===== src/rtl/lsu_pkg.sv =====
// rtl/lsu_pkg.sv - shared types, size codes, funct3 values and alignment helper for the LSU
package lsu_pkg;

    typedef enum logic [1:0] {
        IDLE = 2'd0,
        REQ  = 2'd1,
        WAIT = 2'd2,
        RESP = 2'd3
    } lsu_state_t;

    localparam logic [1:0] SZ_B = 2'd0;
    localparam logic [1:0] SZ_H = 2'd1;
    localparam logic [1:0] SZ_W = 2'd2;
    localparam logic [1:0] SZ_D = 2'd3;

    localparam logic [2:0] F3_LB      = 3'b000;
    localparam logic [2:0] F3_LH      = 3'b001;
    localparam logic [2:0] F3_LW      = 3'b010;
    localparam logic [2:0] F3_LD      = 3'b011;
    localparam logic [2:0] F3_LBU     = 3'b100;
    localparam logic [2:0] F3_LHU     = 3'b101;
    localparam logic [2:0] F3_LWU     = 3'b110;
    localparam logic [2:0] F3_LILLEGAL = 3'b111;
    localparam logic [2:0] F3_SB      = 3'b000;
    localparam logic [2:0] F3_SH      = 3'b001;
    localparam logic [2:0] F3_SW      = 3'b010;
    localparam logic [2:0] F3_SD      = 3'b011;

    function automatic logic misaligned(input logic [1:0] size, input logic [2:0] addr_lo);
        case (size)
            SZ_H:    misaligned = addr_lo[0];
            SZ_W:    misaligned = |addr_lo[1:0];
            SZ_D:    misaligned = |addr_lo;
            default: misaligned = 1'b0;
        endcase
    endfunction

endpackage


===== src/rtl/lsu_align.sv =====
// rtl/lsu_align.sv - store lane placement and load lane extraction with sign/zero extension
module lsu_align
    import lsu_pkg::*;
(
    input  logic [2:0]  func3,
    input  logic [2:0]  addr_lo,
    input  logic [63:0] wdata,
    input  logic [63:0] rdata,
    output logic [7:0]  wmask,
    output logic [63:0] wdata_sh,
    output logic [63:0] rdata_ext
);

    logic [7:0]  base_mask;
    logic [63:0] shifted;

    always_comb begin
        base_mask = 8'hFF;
        case (func3[1:0])
            SZ_B:    base_mask = 8'h01;
            SZ_H:    base_mask = 8'h03;
            SZ_W:    base_mask = 8'h0F;
            default: base_mask = 8'hFF;
        endcase
        wmask    = base_mask << addr_lo;
        wdata_sh = wdata << {addr_lo, 3'b000};
        shifted  = rdata >> {addr_lo, 3'b000};

        // func3[2] selects zero extension for loads
        rdata_ext = shifted;
        case (func3[1:0])
            SZ_B: rdata_ext = func3[2] ? {56'b0, shifted[7:0]}
                                       : {{56{shifted[7]}}, shifted[7:0]};
            SZ_H: rdata_ext = func3[2] ? {48'b0, shifted[15:0]}
                                       : {{48{shifted[15]}}, shifted[15:0]};
            SZ_W: rdata_ext = func3[2] ? {32'b0, shifted[31:0]}
                                       : {{32{shifted[31]}}, shifted[31:0]};
            default: rdata_ext = shifted;
        endcase
    end

endmodule


===== src/rtl/lsu_unit.sv =====
// rtl/lsu_unit.sv - handshaked load/store unit between execute stage and 64-bit data memory
module lsu_unit
    import lsu_pkg::*;
#(
    parameter int ADDR_WIDTH = 64,
    parameter int DATA_WIDTH = 64
) (
    input  logic                  clk,
    input  logic                  rst,
    input  logic                  req_valid,
    output logic                  req_ready,
    input  logic                  req_wen,
    input  logic [2:0]            req_func3,
    input  logic [ADDR_WIDTH-1:0] req_addr,
    input  logic [DATA_WIDTH-1:0] req_wdata,
    output logic                  resp_valid,
    input  logic                  resp_ready,
    output logic [DATA_WIDTH-1:0] resp_rdata,
    output logic                  resp_err,
    output logic                  mem_req_valid,
    input  logic                  mem_req_ready,
    output logic [ADDR_WIDTH-1:0] mem_addr,
    output logic                  mem_wen,
    output logic [7:0]            mem_wmask,
    output logic [DATA_WIDTH-1:0] mem_wdata,
    input  logic                  mem_rsp_valid,
    input  logic [DATA_WIDTH-1:0] mem_rsp_rdata
);

    lsu_state_t            state, state_nxt;
    logic [ADDR_WIDTH-1:0] addr_q;
    logic                  wen_q;
    logic [2:0]            func3_q;
    logic [DATA_WIDTH-1:0] wdata_q;
    logic [DATA_WIDTH-1:0] rdata_q;
    logic                  err_q;
    logic                  req_bad;
    logic [7:0]            wmask;
    logic [DATA_WIDTH-1:0] wdata_sh;
    logic [DATA_WIDTH-1:0] rdata_ext;

    // Stores have no unsigned forms; loads reserve only 111
    assign req_bad = misaligned(req_func3[1:0], req_addr[2:0])
                   | (req_wen ? req_func3[2] : (req_func3 == F3_LILLEGAL));

    lsu_align u_align (
        .func3     (func3_q),
        .addr_lo   (addr_q[2:0]),
        .wdata     (wdata_q),
        .rdata     (mem_rsp_rdata),
        .wmask     (wmask),
        .wdata_sh  (wdata_sh),
        .rdata_ext (rdata_ext)
    );

    always_ff @(posedge clk) begin
        if (!rst) state <= IDLE;
        else      state <= state_nxt;
    end

    always_comb begin
        state_nxt     = state;
        req_ready     = 1'b0;
        mem_req_valid = 1'b0;
        resp_valid    = 1'b0;
        case (state)
            IDLE: begin
                req_ready = 1'b1;
                if (req_valid) state_nxt = req_bad ? RESP : REQ;
            end
            REQ: begin
                mem_req_valid = 1'b1;
                if (mem_req_ready) state_nxt = WAIT;
            end
            WAIT: begin
                if (mem_rsp_valid) state_nxt = RESP;
            end
            RESP: begin
                resp_valid = 1'b1;
                if (resp_ready) state_nxt = IDLE;
            end
            default: state_nxt = IDLE;
        endcase
    end

    always_ff @(posedge clk) begin
        if (!rst) begin
            addr_q  <= '0;
            wen_q   <= 1'b0;
            func3_q <= '0;
            wdata_q <= '0;
            rdata_q <= '0;
            err_q   <= 1'b0;
        end else begin
            if (state == IDLE && req_valid) begin
                addr_q  <= req_addr;
                wen_q   <= req_wen;
                func3_q <= req_func3;
                wdata_q <= req_wdata;
                err_q   <= req_bad;
                rdata_q <= '0;
            end
            if (state == WAIT && mem_rsp_valid) rdata_q <= wen_q ? '0 : rdata_ext;
        end
    end

    assign mem_addr   = {addr_q[ADDR_WIDTH-1:3], 3'b000};
    assign mem_wen    = (state == REQ) && wen_q;
    assign mem_wmask  = mem_wen ? wmask : 8'h00;
    assign mem_wdata  = wdata_sh;
    assign resp_rdata = rdata_q;
    assign resp_err   = err_q;

endmodule

===== config.mk =====
export PLATFORM = sky130hd
export DESIGN_NAME = lsu_unit
export DESIGN_NICKNAME = d
export VERILOG_FILES = /design/src/rtl/lsu_pkg.sv /design/src/rtl/lsu_align.sv /design/src/rtl/lsu_unit.sv
export SDC_FILE = /design/constraint.sdc
export NUM_CORES = 1
export LEC_CHECK = 0
export BUFFER_PORTS_ARGS = -buffer_cell sky130_fd_sc_hd__buf_2
export CORE_UTILIZATION = 26
export CTS_CLUSTER_DIAMETER = 120
export DETAILED_ROUTE_END_ITERATION = 16
export PLACE_DENSITY_LB_ADDON = 0.12
export SLEW_MARGIN = 20
export SYNTH_ARGS = -nofsm -noshare
export SYNTH_HDL_FRONTEND = slang
export SYNTH_SLANG_ARGS = --single-unit

===== constraint.sdc =====
create_clock -name clk -period 2 [get_ports clk]
set_input_delay 0.1 -clock clk [delete_from_list [all_inputs] [get_ports clk]]
set_output_delay 0.1 -clock clk [all_outputs]
set_load 0.01 [all_outputs]

# Word-level counts from Yosys, hierarchy flattened
# Index checks and enable logic that the tools add are counted.
[word_totals]
latch_bits = 0
out_inout_bits = 205
in_bits = 202
ff_bits = 199
ram_bits = 0
memories = 0
rom_bits = 0
[op_classes]
div_mod_pow = 0
eq_ne = 13
addsub = 0
bitwise_logic = 1
order_cmp = 0
multipliers = 0
muxes = 20
n_reduce_logical = 9
shifts = 3
[op_table]
columns = ["cell", "n"]
rows = [
  ["$mux 64", 6],
  ["$pmux 64 s3", 1],
  ["$shl 64x6->64", 1],
  ["$shr 64x6->64", 1],
  ["$pmux 8 s3", 1],
  ["$eq 2x2->1 const B", 5],
  ["$mux 2", 5],
  ["$mux 8", 1],
  ["$ne 2x2->1 const B", 4],
  ["$pmux 2 s4", 1],
  ["$shl 8x3->8", 1],
  ["$eq 2x1->1 const B", 3],
  ["$logic_not 2->1", 2],
  ["$mux 1", 4],
  ["$reduce_and 4->1", 1],
  ["$eq 3x3->1 const B", 1],
  ["$logic_and 1x1->1", 3],
  ["$pmux 1 s3", 1],
  ["$reduce_or 3->1", 1],
  ["$reduce_bool 2->1", 1],
  ["$reduce_or 2->1", 1],
  ["$or 1x1->1", 1],
]

# Logic depth before layout (Yosys ltp)
[logic_depth]
word_depth = 6
ltp_mapped = 9
mapped_depth_nobuf = 7

# Modules after synthesis
# A second synthesis with hierarchy kept.
[unflattened]
cells_unflattened = 1490
area_unflattened_um2 = 11783.8
[by_module_without_submodules]
columns = ["module", "seq_area_each_um2", "cells_each", "area_per_inst_um2", "n_inst"]
rows = [
  ["lsu_unit", 3983.8, 890, 7375.8, 1],
  ["lsu_align", 0.0, 600, 4408.0, 1],
]

# Worst setup path after synthesis
# OpenSTA, ideal clock, no wires.
[synth_path]
path_kind = "reg-to-output"
startpoint = "register addr_q[0]"
endpoint = "output port mem_wmask[6]"
path_slack_ps = -30
stages_incl_launch_ff = 10
arrival_time_ps = 1930
t_required_ps = 1900
path_buffers = 5
path_cell_list = "dfxtp_1 > buf_4 > buf_4 > buf_6 > buf_6 > buf_4 > a21oi_1 > nor2_1 > nor2_1 > a2111oi_0"
[synth_via]
elab_chain_len = 2
[synth_rtl]
columns = ["element", "line_no", "rtl"]
rows = [
  ["start, declared", "lsu_unit.sv:31", "logic [ADDR_WIDTH-1:0] addr_q;"],
  ["start signal, assigned", "lsu_unit.sv:96", "addr_q <= req_addr;"],
  ["$shl 8x3->8", "lsu_align.sv:25", "wmask = base_mask << addr_lo;"],
  ["$mux 8", "lsu_unit.sv:109", "assign mem_wmask = mem_wen ? wmask : 8'h00;"],
  ["end, declared", "lsu_unit.sv:24", "output logic [7:0] mem_wmask,"],
]
# Every way passes these cells.

# Final worst setup path
[layout_path]
startpoint = "register addr_q[1]"
endpoint = "output port mem_wdata[20]"
[layout_via]
elab_chain_len = 1
[layout_rtl]
columns = ["element", "line_no", "rtl"]
rows = [
  ["$shl 64x6->64", "lsu_align.sv:26", "wdata_sh = wdata << {addr_lo, 3'b000};"],
  ["end, declared", "lsu_unit.sv:25", "output logic [DATA_WIDTH-1:0] mem_wdata,"],
]
# Every way passes these cells.

==> metrics.txt <==
fin cells about 2600; Synth cell types 57; max cap viols 0; critical path's largest stage delay approximately 0.40 ns; WL per Instance 20.4 um; vias in the first global route ~12000; fraction of layout cells with a size suffix above 1 0.437; actual slew at the worst max-slew pin slightly below 0.9 ns; Hold Crit Depth 3; final hold vios 0; placed cells 2355; critical path, cell by cell buf_16, buf_16, mux2i_4, nor2_2, a21oi_2, buf_4, nor2_2, buf_2; worst IR drop on VDD 0.564 mV; Leak around 7.9 nW; DIE HEIGHT ~210 um; EDFF count, synth 0; clock insertion delay at the later pin of the skew report 0.50 ns; critical path's slowest cell dfxtp_4; status finished, violations left; mapped cell area approximately 12000 um^2; post-synthesis mux area share 0.157; XOR/XNOR Fraction of Synth Area 0; crit path capture type output port; GPL Wtd Cong 0.878; Compound-Gate Fraction of Synth Area 0.215; arrival time worst endpoint ~2.1 ns; Area contributors post-synth dfxtp_1 34%, nand2_1 11%, a21oi_1 8.9%; failing checks negative setup slack; Required @ worst endpoint 1.90 ns; r2r worst-path depth 10; top cell type's share of synthesized area 0.343; largest net degree at the start of global routing roughly 150; CTS tree built; TritonRoute pass-1 iters 5; Synth Flop Type dfxtp_1; Sink Count a little under 200; Worst Skew between 0.01 and 0.015 ns; main combinational cell family by area after synthesis compound AO/OA/AOI/OAI gates; most frequent cells in the layout 383 x buf_2, 343 x nand2_1, 194 x dfxtp_1; fmax approximately 460 MHz; GRT Resource Usage Total 0.224; hpwl dp approximately 36000 um; Routed Wire Length 53900 um; ys async rst share 0; DRT antenna net count 0; first-pass GRT wire length approximately 75000 um; PD cells 990 nW/um^2; Crit Path Class reg2out; yosys warns 0; Ports roughly 410; simple-gate portion of the synthesized area 0.180; Setup Viol. Count Final roughly 110; Post-Syn Area per Cell about 7.9 um^2; core area around 44000 um^2; fin crit period ~2.2 ns; Die ar. about 45000 um^2; Num CTS Buffers 17; Synth-to-Final Area Change 66.6%; Syn Inst Count between 1000 and 1500; Rows 77; vias per std cell 4.95; most common cell after layout, fill and taps aside buf_2; Worst slew margin 0.405; # H-tree levels 4; Period Utilization, post-route 1.10; GR Overflow Total 0; maximum root-to-sink buffer count 2; Clock Tree Root clkbuf_16; Crit Path Max Fanout 6; PnR worst setup slack -0.196 ns; final setup TNS -8.17 ns; NumNets Final around 2200; crit path launch type flop; Worst-path clk slew about 0.08 ns; Via Count roughly 13000; Final Max Slew Viols 0; Seq cells post-synth between 150 and 200; PortBufs 403; HP Class in2reg; drt drc 0; Seq/Total Area, Yosys 0.343; Iter 0 DRT Violations ~800; leading area contributor after synthesis dfxtp_1; Starting Density 0.263; Die W ~210 um; RSZ-0062 raised after global routing true; adder-cell share of the synthesized area 0.00431; initial antenna violation count 3
## per-layer routing
layer / global-route usage / vias up / wire (um) / share of wire
met5: 0 / - / 28 / 0.00052
met4: 0.0857 / 4 / 1830 / 0.034
met2: 0.373 / 441 / 26500 / 0.49
li1: - / 6203 / - / -
met3: 0.0524 / 90 / 3120 / 0.058
met1: 0.278 / 6337 / 22400 / 0.42
## report_power, final
part / switching, mW / leakage, nW / internal [mW]
clock: 1.81 / 0.298 / 1.96
combinational: 5.24 / 6.00 / 4.85
sequential: 0.668 / 1.63 / 4.60
total: 7.72 / 7.92 / 11.4
## sequential cells by signal (all words and copies together), names as in the netlist
name	flops
addr_q	64
resp_err	1
func3_q	3
wen_q	1
wdata_q	64
resp_rdata	64
state	2
## synth_stat cells, types with 6 or more instances
cell	n
nand2_1	349
a21oi_1	207
dfxtp_1	199
mux2i_1	95
nor2_1	93
buf_4	86
clkbuf_1	73
o21ai_0	53
o21ai_1	31
mux2_2	27
mux4_2	25
and2_1	23
a211oi_1	20
buf_2	18
o22ai_1	18
nor2b_1	14
a2bb2oi_1	11
inv_1	10
o211ai_1	9
a22oi_1	8
o31ai_2	8
buf_1	7
buf_6	7
nand3_1	7
o31ai_1	7
a211o_1	6
nor3_1	6
## critical path: cells and delay by family (launching register included)
family                 cells  cell delay [ns]
flip-flops                 1             0.40
AO/OA/AOI/OAI              1             0.21
multiplexers               1             0.28
buffers and inverters      4             0.60
AND/OR/NAND/NOR            2             0.10
## what timing repair did
action	CTS	global route
setup buffers	35	63
setup endpoints to repair	87	133
endpoints found under the hold margin	139	0
hold buffers	138	0
gates resized for setup	158	232
gates cloned	13	11
pin swaps	32	51
## layout make-up
class | instances | area (um^2)
Tap cell | 592 | 741
Inverter | 11 | 55.1
Clock inverter | 12 | 154
Fill cell | 4465 | 24800
Antenna cell | 1 | 2.50
Multi-Input combinational cell | 1076 | 7820
Sequential cell | 199 | 4000
Clock buffer | 20 | 457
Timing Repair Buffer | 731 | 6100
## per-stage QoR
step | total power [mW] | hold WS [ns] | utilization | worst slack [ns] | area, um^2
6_report | 19.1 | 0.0420 | 0.438 | -0.196 | 19300
5_1_grt | 20.2 | 0.0271 | 0.438 | -0.261 | 19300
4_1_cts | 17.7 | 0.00207 | 0.395 | -0.203 | 17400
3_5_place_dp | 12.3 | 0.346 | 0.320 | -0.195 | 14100
3_3_place_gp | 12.2 | 0.340 | 0.320 | -0.206 | 14100
2_1_floorplan | 9.50 | 0.236 | - | 0.0109 | 11600
## cells by family after synthesis
group | after synthesis
adders and majority gates | 4
and+or+nand+nor | 508
DFF | 199
other | 1
buffers and inverters | 202
AOI/OAI and AO/OA | 414
muxes | 147
## final timing paths
kind / start / endpoint / slack, ns
worst max-delay path: addr_q[1] / mem_wdata[20] / -0.20
worst min register to register: resp_rdata[45] / resp_rdata[45] / 0.45
worst min-delay path: mem_rsp_rdata[56] / resp_rdata[56] / 0.04
worst max register to register: addr_q[1] / resp_rdata[51] / -0.17
(Power assumes the default switching activity.)
